### src/rtl/udp_tx_arbiter.sv
// udp_tx_arbiter: round-robin N:1 arbiter for UDP TX header + payload streams.
// A grant covers exactly one packet (header, then payload up to tlast).
// Forward paths are purely combinational muxes; nothing is buffered.

// Per-source ready gating: a lane sees downstream ready only while granted
// and only for the stream belonging to the current phase.
module udp_tx_arbiter_lane (
    input  logic i_sel,
    input  logic i_hdr_phase,
    input  logic i_pay_phase,
    input  logic i_m_hdr_ready,
    input  logic i_m_tready,
    output logic o_hdr_ready,
    output logic o_tready
);
    assign o_hdr_ready = i_sel & i_hdr_phase & i_m_hdr_ready;
    assign o_tready    = i_sel & i_pay_phase & i_m_tready;
endmodule

module udp_tx_arbiter #(
    parameter int NUM_SOURCES = 2,
    parameter int TUSER_WIDTH = 1
) (
    input  logic                                    clk,
    input  logic                                    reset,
    input  logic [NUM_SOURCES-1:0]                  s_hdr_valid,
    output logic [NUM_SOURCES-1:0]                  s_hdr_ready,
    input  logic [NUM_SOURCES-1:0][31:0]            s_hdr_dest_ip,
    input  logic [NUM_SOURCES-1:0][15:0]            s_hdr_source_port,
    input  logic [NUM_SOURCES-1:0][15:0]            s_hdr_dest_port,
    input  logic [NUM_SOURCES-1:0][15:0]            s_hdr_length,
    input  logic [NUM_SOURCES-1:0][7:0]             s_tdata,
    input  logic [NUM_SOURCES-1:0]                  s_tvalid,
    output logic [NUM_SOURCES-1:0]                  s_tready,
    input  logic [NUM_SOURCES-1:0]                  s_tlast,
    input  logic [NUM_SOURCES-1:0][TUSER_WIDTH-1:0] s_tuser,
    output logic                                    m_hdr_valid,
    input  logic                                    m_hdr_ready,
    output logic [31:0]                             m_hdr_dest_ip,
    output logic [15:0]                             m_hdr_source_port,
    output logic [15:0]                             m_hdr_dest_port,
    output logic [15:0]                             m_hdr_length,
    output logic [7:0]                              m_tdata,
    output logic                                    m_tvalid,
    input  logic                                    m_tready,
    output logic                                    m_tlast,
    output logic [TUSER_WIDTH-1:0]                  m_tuser,
    output logic [$clog2(NUM_SOURCES)-1:0]          grant_index,
    output logic                                    busy
);
    localparam int GW = $clog2(NUM_SOURCES);

    typedef enum logic [1:0] {ST_IDLE, ST_HEADER, ST_PAYLOAD} state_t;

    state_t        r_state, w_state_nxt;
    logic [GW-1:0] r_grant, r_ptr, w_pick;
    logic [GW:0]   w_cand;
    logic          w_found, w_hdr_hs, w_last_hs, w_hdr_phase, w_pay_phase;

    // Round-robin search: first requester at or above the pointer, wrapping.
    // One extra bit on the candidate lets the wrap work for non-power-of-two N.
    always_comb begin
        w_found = 1'b0;
        w_pick  = '0;
        w_cand  = '0;
        for (int k = 0; k < NUM_SOURCES; k++) begin
            w_cand = {1'b0, r_ptr} + (GW+1)'(k);
            if (w_cand >= (GW+1)'(NUM_SOURCES))
                w_cand = w_cand - (GW+1)'(NUM_SOURCES);
            if (!w_found && s_hdr_valid[w_cand[GW-1:0]]) begin
                w_found = 1'b1;
                w_pick  = w_cand[GW-1:0];
            end
        end
    end

    assign w_hdr_phase = (r_state == ST_HEADER);
    assign w_pay_phase = (r_state == ST_PAYLOAD);
    assign w_hdr_hs    = s_hdr_valid[r_grant] & m_hdr_ready;
    assign w_last_hs   = s_tvalid[r_grant] & m_tready & s_tlast[r_grant];

    // State register; reset abandons any packet in flight
    always_ff @(posedge clk or negedge reset) begin
        if (!reset) r_state <= ST_IDLE;
        else        r_state <= w_state_nxt;
    end

    // Next state: a dropped header valid just stalls HEADER, no re-arbitration
    always_comb begin
        w_state_nxt = r_state;
        case (r_state)
            ST_IDLE:    if (w_found)   w_state_nxt = ST_HEADER;
            ST_HEADER:  if (w_hdr_hs)  w_state_nxt = ST_PAYLOAD;
            ST_PAYLOAD: if (w_last_hs) w_state_nxt = ST_IDLE;
            default:    w_state_nxt = ST_IDLE;
        endcase
    end

    // Grant latched at arbitration; pointer moves past the winner on tlast
    always_ff @(posedge clk or negedge reset) begin
        if (!reset) begin
            r_grant <= '0;
            r_ptr   <= '0;
        end else begin
            if (r_state == ST_IDLE && w_found)
                r_grant <= w_pick;
            if (r_state == ST_PAYLOAD && w_last_hs)
                r_ptr <= (r_grant == GW'(NUM_SOURCES - 1)) ? '0 : r_grant + 1'b1;
        end
    end

    // Output mux: granted source forwarded in its phase, zeros otherwise
    always_comb begin
        m_hdr_valid       = 1'b0;
        m_hdr_dest_ip     = '0;
        m_hdr_source_port = '0;
        m_hdr_dest_port   = '0;
        m_hdr_length      = '0;
        m_tdata           = '0;
        m_tvalid          = 1'b0;
        m_tlast           = 1'b0;
        m_tuser           = '0;
        if (w_hdr_phase) begin
            m_hdr_valid       = s_hdr_valid[r_grant];
            m_hdr_dest_ip     = s_hdr_dest_ip[r_grant];
            m_hdr_source_port = s_hdr_source_port[r_grant];
            m_hdr_dest_port   = s_hdr_dest_port[r_grant];
            m_hdr_length      = s_hdr_length[r_grant];
        end
        if (w_pay_phase) begin
            m_tdata  = s_tdata[r_grant];
            m_tvalid = s_tvalid[r_grant];
            m_tlast  = s_tlast[r_grant];
            m_tuser  = s_tuser[r_grant];
        end
    end

    assign grant_index = r_grant;
    assign busy        = (r_state != ST_IDLE);

    for (genvar g = 0; g < NUM_SOURCES; g++) begin : g_lane
        udp_tx_arbiter_lane u_lane (
            .i_sel         (r_grant == GW'(g)),
            .i_hdr_phase   (w_hdr_phase),
            .i_pay_phase   (w_pay_phase),
            .i_m_hdr_ready (m_hdr_ready),
            .i_m_tready    (m_tready),
            .o_hdr_ready   (s_hdr_ready[g]),
            .o_tready      (s_tready[g])
        );
    end
endmodule
### config.mk
export PLATFORM = sky130hd
export DESIGN_NAME = udp_tx_arbiter
export DESIGN_NICKNAME = d
export VERILOG_FILES = /design/src/rtl/udp_tx_arbiter.sv
export SDC_FILE = /design/constraint.sdc
export NUM_CORES = 1
export LEC_CHECK = 0
export ABC_AREA = 1
export CAP_MARGIN = 20
export CORE_AREA = 3 3 109 111
export CTS_BUF_LIST = sky130_fd_sc_hd__clkbuf_8
export DETAILED_ROUTE_END_ITERATION = 8
export DIE_AREA = 0 0 112 114
export PLACE_DENSITY_LB_ADDON = 0.12
export SLEW_MARGIN = 5
export SYNTH_ARGS = -nofsm -noshare
export SYNTH_HDL_FRONTEND = slang
export SYNTH_HIERARCHICAL = 1
export SYNTH_SLANG_ARGS = --single-unit
### constraint.sdc
create_clock -name clk -period 2.3 [get_ports clk]
set_clock_uncertainty 0.1 [all_clocks]
set_input_delay 0.345 -clock clk [delete_from_list [all_inputs] [get_ports clk]]
set_output_delay 0.345 -clock clk [all_outputs]
set_load 0.05 [all_outputs]
# After elaboration in Yosys (flattened, before gate mapping)
# Cells that the tools add are included.
op_classes:
  mux: 42
  n_addsub: 4
  n_lt_le_gt_ge: 5
  eq_ne: 5
  n_bitwise: 12
  reduce_logical: 7
op_table:
  columns: ["operator", "count"]
  rows:
  - ["16-bit 2-to-1 mux", 9]
  - ["32-bit 2-to-1 mux", 3]
  - ["8-bit 2-to-1 mux", 3]
  - ["1-bit 2-to-1 mux", 23]
  - ["1-bit AND", 11]
  - ["1-bit by 2-bit < comparator with 1-bit output (second input constant)", 3]
  - ["2-bit 2-to-1 mux", 3]
  - ["2-bit inequality test (second input constant)", 3]
  - ["2-bit case mux with 3 select lines", 1]
  - ["1-bit logical AND", 3]
  - ["3-bit AND reduction", 1]
  - ["1-bit by 1-bit adder with 2-bit output (second input constant)", 1]
  - ["2-bit by 1-bit == test with 1-bit output (second input constant)", 1]
  - ["2-bit == test (second input constant)", 1]
  - ["1-bit by 2-bit greater-or-equal comparator with 1-bit output (second input constant)", 1]
  - ["2-bit greater-or-equal comparator (second input constant)", 1]
  - ["2-bit zero test", 1]
  - ["2-bit nonzero test", 1]
  - ["1-bit subtractor (second input constant)", 2]
  - ["1-bit adder (second input constant)", 1]
  - ["1-bit zero test", 1]
  - ["1-bit inverter", 1]
word_totals:
  in_bits: 188
  register_bits: 4

# Logic depth before layout (Yosys ltp)
logic_depth:
  word_depth: 10
  ltp_mapped: 7
  mapped_depth_nobuf: 7

# By module
# Netlist, hierarchy kept.
by_module_without_submodules:
  columns: ["module", "area_per_inst_um2", "cells_per_inst", "n_inst", "seq_area_each_um2"]
  rows:
  - ["udp_tx_arbiter", 1670.4, 343, 1, 100.1]
  - ["udp_tx_arbiter_lane", 27.5, 6, 2, 0.0]

# Worst setup path before layout
# Ideal clock, no wire load.
synth_timing:
  path_type: "register -> output"
  from: "register r_grant, in the netlist grant_index"
  to: "output m_hdr_dest_ip[10]"
  path_stages_with_launch: 5
  path_slack_ns: -0.096
  path_buffers: 2
  arrival_ns: 1.951
  cell_sequence: "dfrtp_1 > buf_6 > clkbuf_8 > nand2_1 > a21oi_1"
synth_between:
  elab_chain_len: 3
synth_lines:
  columns: ["element", "line", "rtl"]
  rows:
  - ["start, declared", "56", "logic [GW-1:0] r_grant, r_ptr, w_pick;"]
  - ["start signal, assigned", "106", "r_grant <= w_pick;"]
  - ["32-bit 2-to-1 mux (implied by the code) (2 in series)", "125", "m_hdr_dest_ip = s_hdr_dest_ip[r_grant];"]
  - ["32-bit 2-to-1 mux", "123", "if (w_hdr_phase) begin"]
  - ["end, declared", "39", "output logic [31:0] m_hdr_dest_ip,"]
# No other way between the ends. The select of a mux whose other input is x is not followed.

# Final worst setup path
layout_timing:
  from: "register r_state[0]"
  to: "output m_hdr_dest_ip[17]"
layout_between:
  elab_chain_len: 2
layout_lines:
  columns: ["element", "line", "rtl"]
  rows:
  - ["start, declared", "55", "state_t r_state, w_state_nxt;"]
  - ["start signal, assigned", "85", "else r_state <= w_state_nxt;"]
  - ["2-bit by 1-bit == test with 1-bit output", "77", "assign w_hdr_phase = (r_state == ST_HEADER);"]
  - ["via w_hdr_phase", "58", "logic w_found, w_hdr_hs, w_last_hs, w_hdr_phase, w_pay_phase;"]
  - ["32-bit 2-to-1 mux", "123", null]
# The timed path passes the listed nets, and every way through them passes these cells.

==> metrics.md <==
| Metric | Value |
|---|---|
| Num CTS Buffers | 3 |
| Average vias per placed instance | approximately 4.3 |
| H-tree depth | 1 |
| Slew HR | about two thirds |
| Post-CTS setup buffer count | 0 |
| Synth top area share | between 40% and 50% |
| M1 GR Usage | a little under a fifth |
| Cell Pwr Density | roughly 1400 nW/um^2 |
| Area grow syn2layout | 242% |
| Post-CTS resize count | 0 |
| Layout cell share with drive strength beyond 1 | 33.1% |
| Number of synthesis warnings | 6 |
| Vias in the first global route | around 3200 |
| Effective utilization at floorplan | about 16% |
| Seq/Total Area, Yosys | 5.80% |
| Root buffer cell | clkbuf_8 |
| Setup total negative slack | 0 ns |
| RSZ-0062 raised after global routing | false |
| First-pass iteration count of the detailed router | 4 |
| Fmax | ~0.47 GHz |
| Syn Area/Cell | 4.86 um^2 |
| Final setup viols | 0 |
| Most common cell after layout, fill and taps aside | nand2_1 |
| CP max FO | 38 |
| Fin crit share | between 90% and 100% |
| CP Class | flop to output pin |
| Drt wl/cell | 15.4 um |
| Largest net degree at the start of global routing | 99 |
| Design Power | around 0.0084 W |
| CP Launch Type | flop |
| GRT Total Usage | 16.8% |
| Maximum VDD drop | about 1.1 mV |
| Die Span Y | 114 um |
| First-pass GRT wire length | 17.3 mm |
| Port Buffers | 285 |
| Antenna cells | 0 |
| Final #Nets | 809 |
| CTS tree | yes |
| DR vias | between 3000 and 4000 |
| Actual slew at the worst max-slew pin | roughly 0.5 ns |
| Drt total wl | approximately 12 mm |
| Initial antenna violation count | 0 |
| Unique masters post-synth | 15 |
| Worst-path clk slew | around 0.030 ns |
| Grt met2 use | approximately 32% |
| DR iter-0 viols | ~180 |
| Layer with the highest usage | met2 |
| Worst-case clock buffer depth | 2 |
| Placer Congestion | a little over 0.8 |
| GR Layer Usage met3 | 3.61% |
| Mapped Area | 1730 um^2 |
| Syn_nets | 543 |
| Post-CTS Hold Buffers | 0 |
| Post-DP HPWL | between 9 and 10 mm |
| DRC | 0 |
| Worst Hold Class | input port to asynchronous set/reset pin |
| Tmin final | between 2 and 2.5 ns |
| Die area | 12800 um^2 |
| Routed Antenna Nets | 0 |
| LEAKAGE | between 2 and 2.5 nW |
| Most frequent cells in the layout | nand2_1 (199), clkdlybuf4s50_1 (188), buf_12 (99) |
| Chip width | around 110 um |
| Synthesized flop and latch total | 4 |
| # rows | 38 |
| Worst-Skew Late Latency | 0.22 ns |
| Main area contributors after synthesis | nand2_1 (43%), a21oi_1 (23%), clkbuf_8 (6.4%), dfrtp_1 (5.8%), a21oi_2 (5.6%) |
| Number of max-cap violations | 0 |
| Critical path arrival | 1.69 ns |
| Core footprint | around 11000 um^2 |
| Post-synthesis cell count | about 360 |
| GRT overflow | 0 |
| Leading area contributor after synthesis | nand2_1 |
| CTS Sinks | 4 |
| CP Capture Type | output pin |
| WP data required | 1.86 ns |
| Ports | roughly 290 |
| Final Hold Viols | 0 |
| Status | finished clean |
| Max-slew violation count | 0 |
[registers in the layout (all words and copies together), names as in the netlist]
register     cells
grant_index      1
r_state          2
r_ptr            1
[worst max-delay path: stages, from the launching register on]
cell     delay (ns)
dfrtp_1        0.35
inv_1          0.07
nor2_2         0.19
inv_4          0.20
buf_12         0.25
a21oi_2        0.21
buf_12         0.17
[Yosys cell counts]
| master | count |
|---|---|
| buf_6 | 3 |
| nor2_2 | 6 |
| dfrtp_1 | 4 |
| a21oi_1 | 79 |
| clkbuf_8 | 8 |
| nand2_1 | 199 |
| buf_4 | 1 |
| inv_2 | 4 |
| inv_1 | 11 |
| a21oi_2 | 11 |
| nor2_1 | 4 |
| buf_2 | 16 |
| nand4_1 | 2 |
| o21ai_0 | 6 |
| clkbuf_1 | 1 |
[layout make-up]
type                            instances  area (um^2)
Fill cell                             995         4990
Timing Repair Buffer                  290         3890
Multi-Input combinational cell        307         1630
Tap cell                              140          175
Sequential cell                         4          101
Inverter                               15         58.8
Clock buffer                            3         41.3
Clock inverter                          1         3.75
[path summary, 6_finish.rpt]
kind | from | cells after the start | slack [ns] | endpoint
max in group asynchronous | reset | 1 | 1.68 | grant_index$_DFFE_PN0P_
worst min register to register | r_ptr$_DFFE_PN0P_ | 2 | 0.40 | r_ptr$_DFFE_PN0P_
worst min-delay path | reset | 1 | 0.23 | r_state[0]$_DFFE_PN0P_
min in group clk | r_ptr$_DFFE_PN0P_ | 2 | 0.40 | r_ptr$_DFFE_PN0P_
worst max register to register | grant_index$_DFFE_PN0P_ | 5 | 0.80 | r_state[1]$_DFFE_PN0P_
worst max-delay path | r_state[0]$_DFFE_PN0P_ | 6 | 0.17 | m_hdr_dest_ip[17]
[metal layers]
metal | share of wire (%) | vias to the layer above
li1 | - | 1656
met1 | 38 | 1449
met2 | 53 | 154
met3 | 7.0 | 18
met4 | 2.2 | 0
met5 | 0 | -
[through the flow]
step	cells	instance area (um^2)	hold slack [ns]	worst slack [ns]	util, %
floorplan	355	2020	-0.0506	0.191	-
global placement	756	5850	0.389	0.371	53.7
detailed placement	756	5850	0.379	0.367	53.7
CTS	760	5890	0.234	0.129	54.1
global route	760	5890	0.240	0.0364	54.1
finish	760	5890	0.232	0.167	54.1
[cell families (layout without fill, tap and decap cells)]
| family | count (synthesis) | after routing | share of synthesized area (%) |
|---|---|---|---|
| flops | 4 | 4 | 5.80 |
| compound gates | 96 | 96 | 30.2 |
| buf+inv | 44 | 309 | 16.9 |
| simple gates | 211 | 211 | 47.1 |
[power by group]
group          leakage, nW  internal [W]  switching, W  total, W
clock               0.0269      0.000114     0.0000389  0.000153
combinational         2.27       0.00342       0.00470   0.00813
sequential          0.0490      0.000106     0.0000279  0.000134
Power figures use the tool's default switching activity.
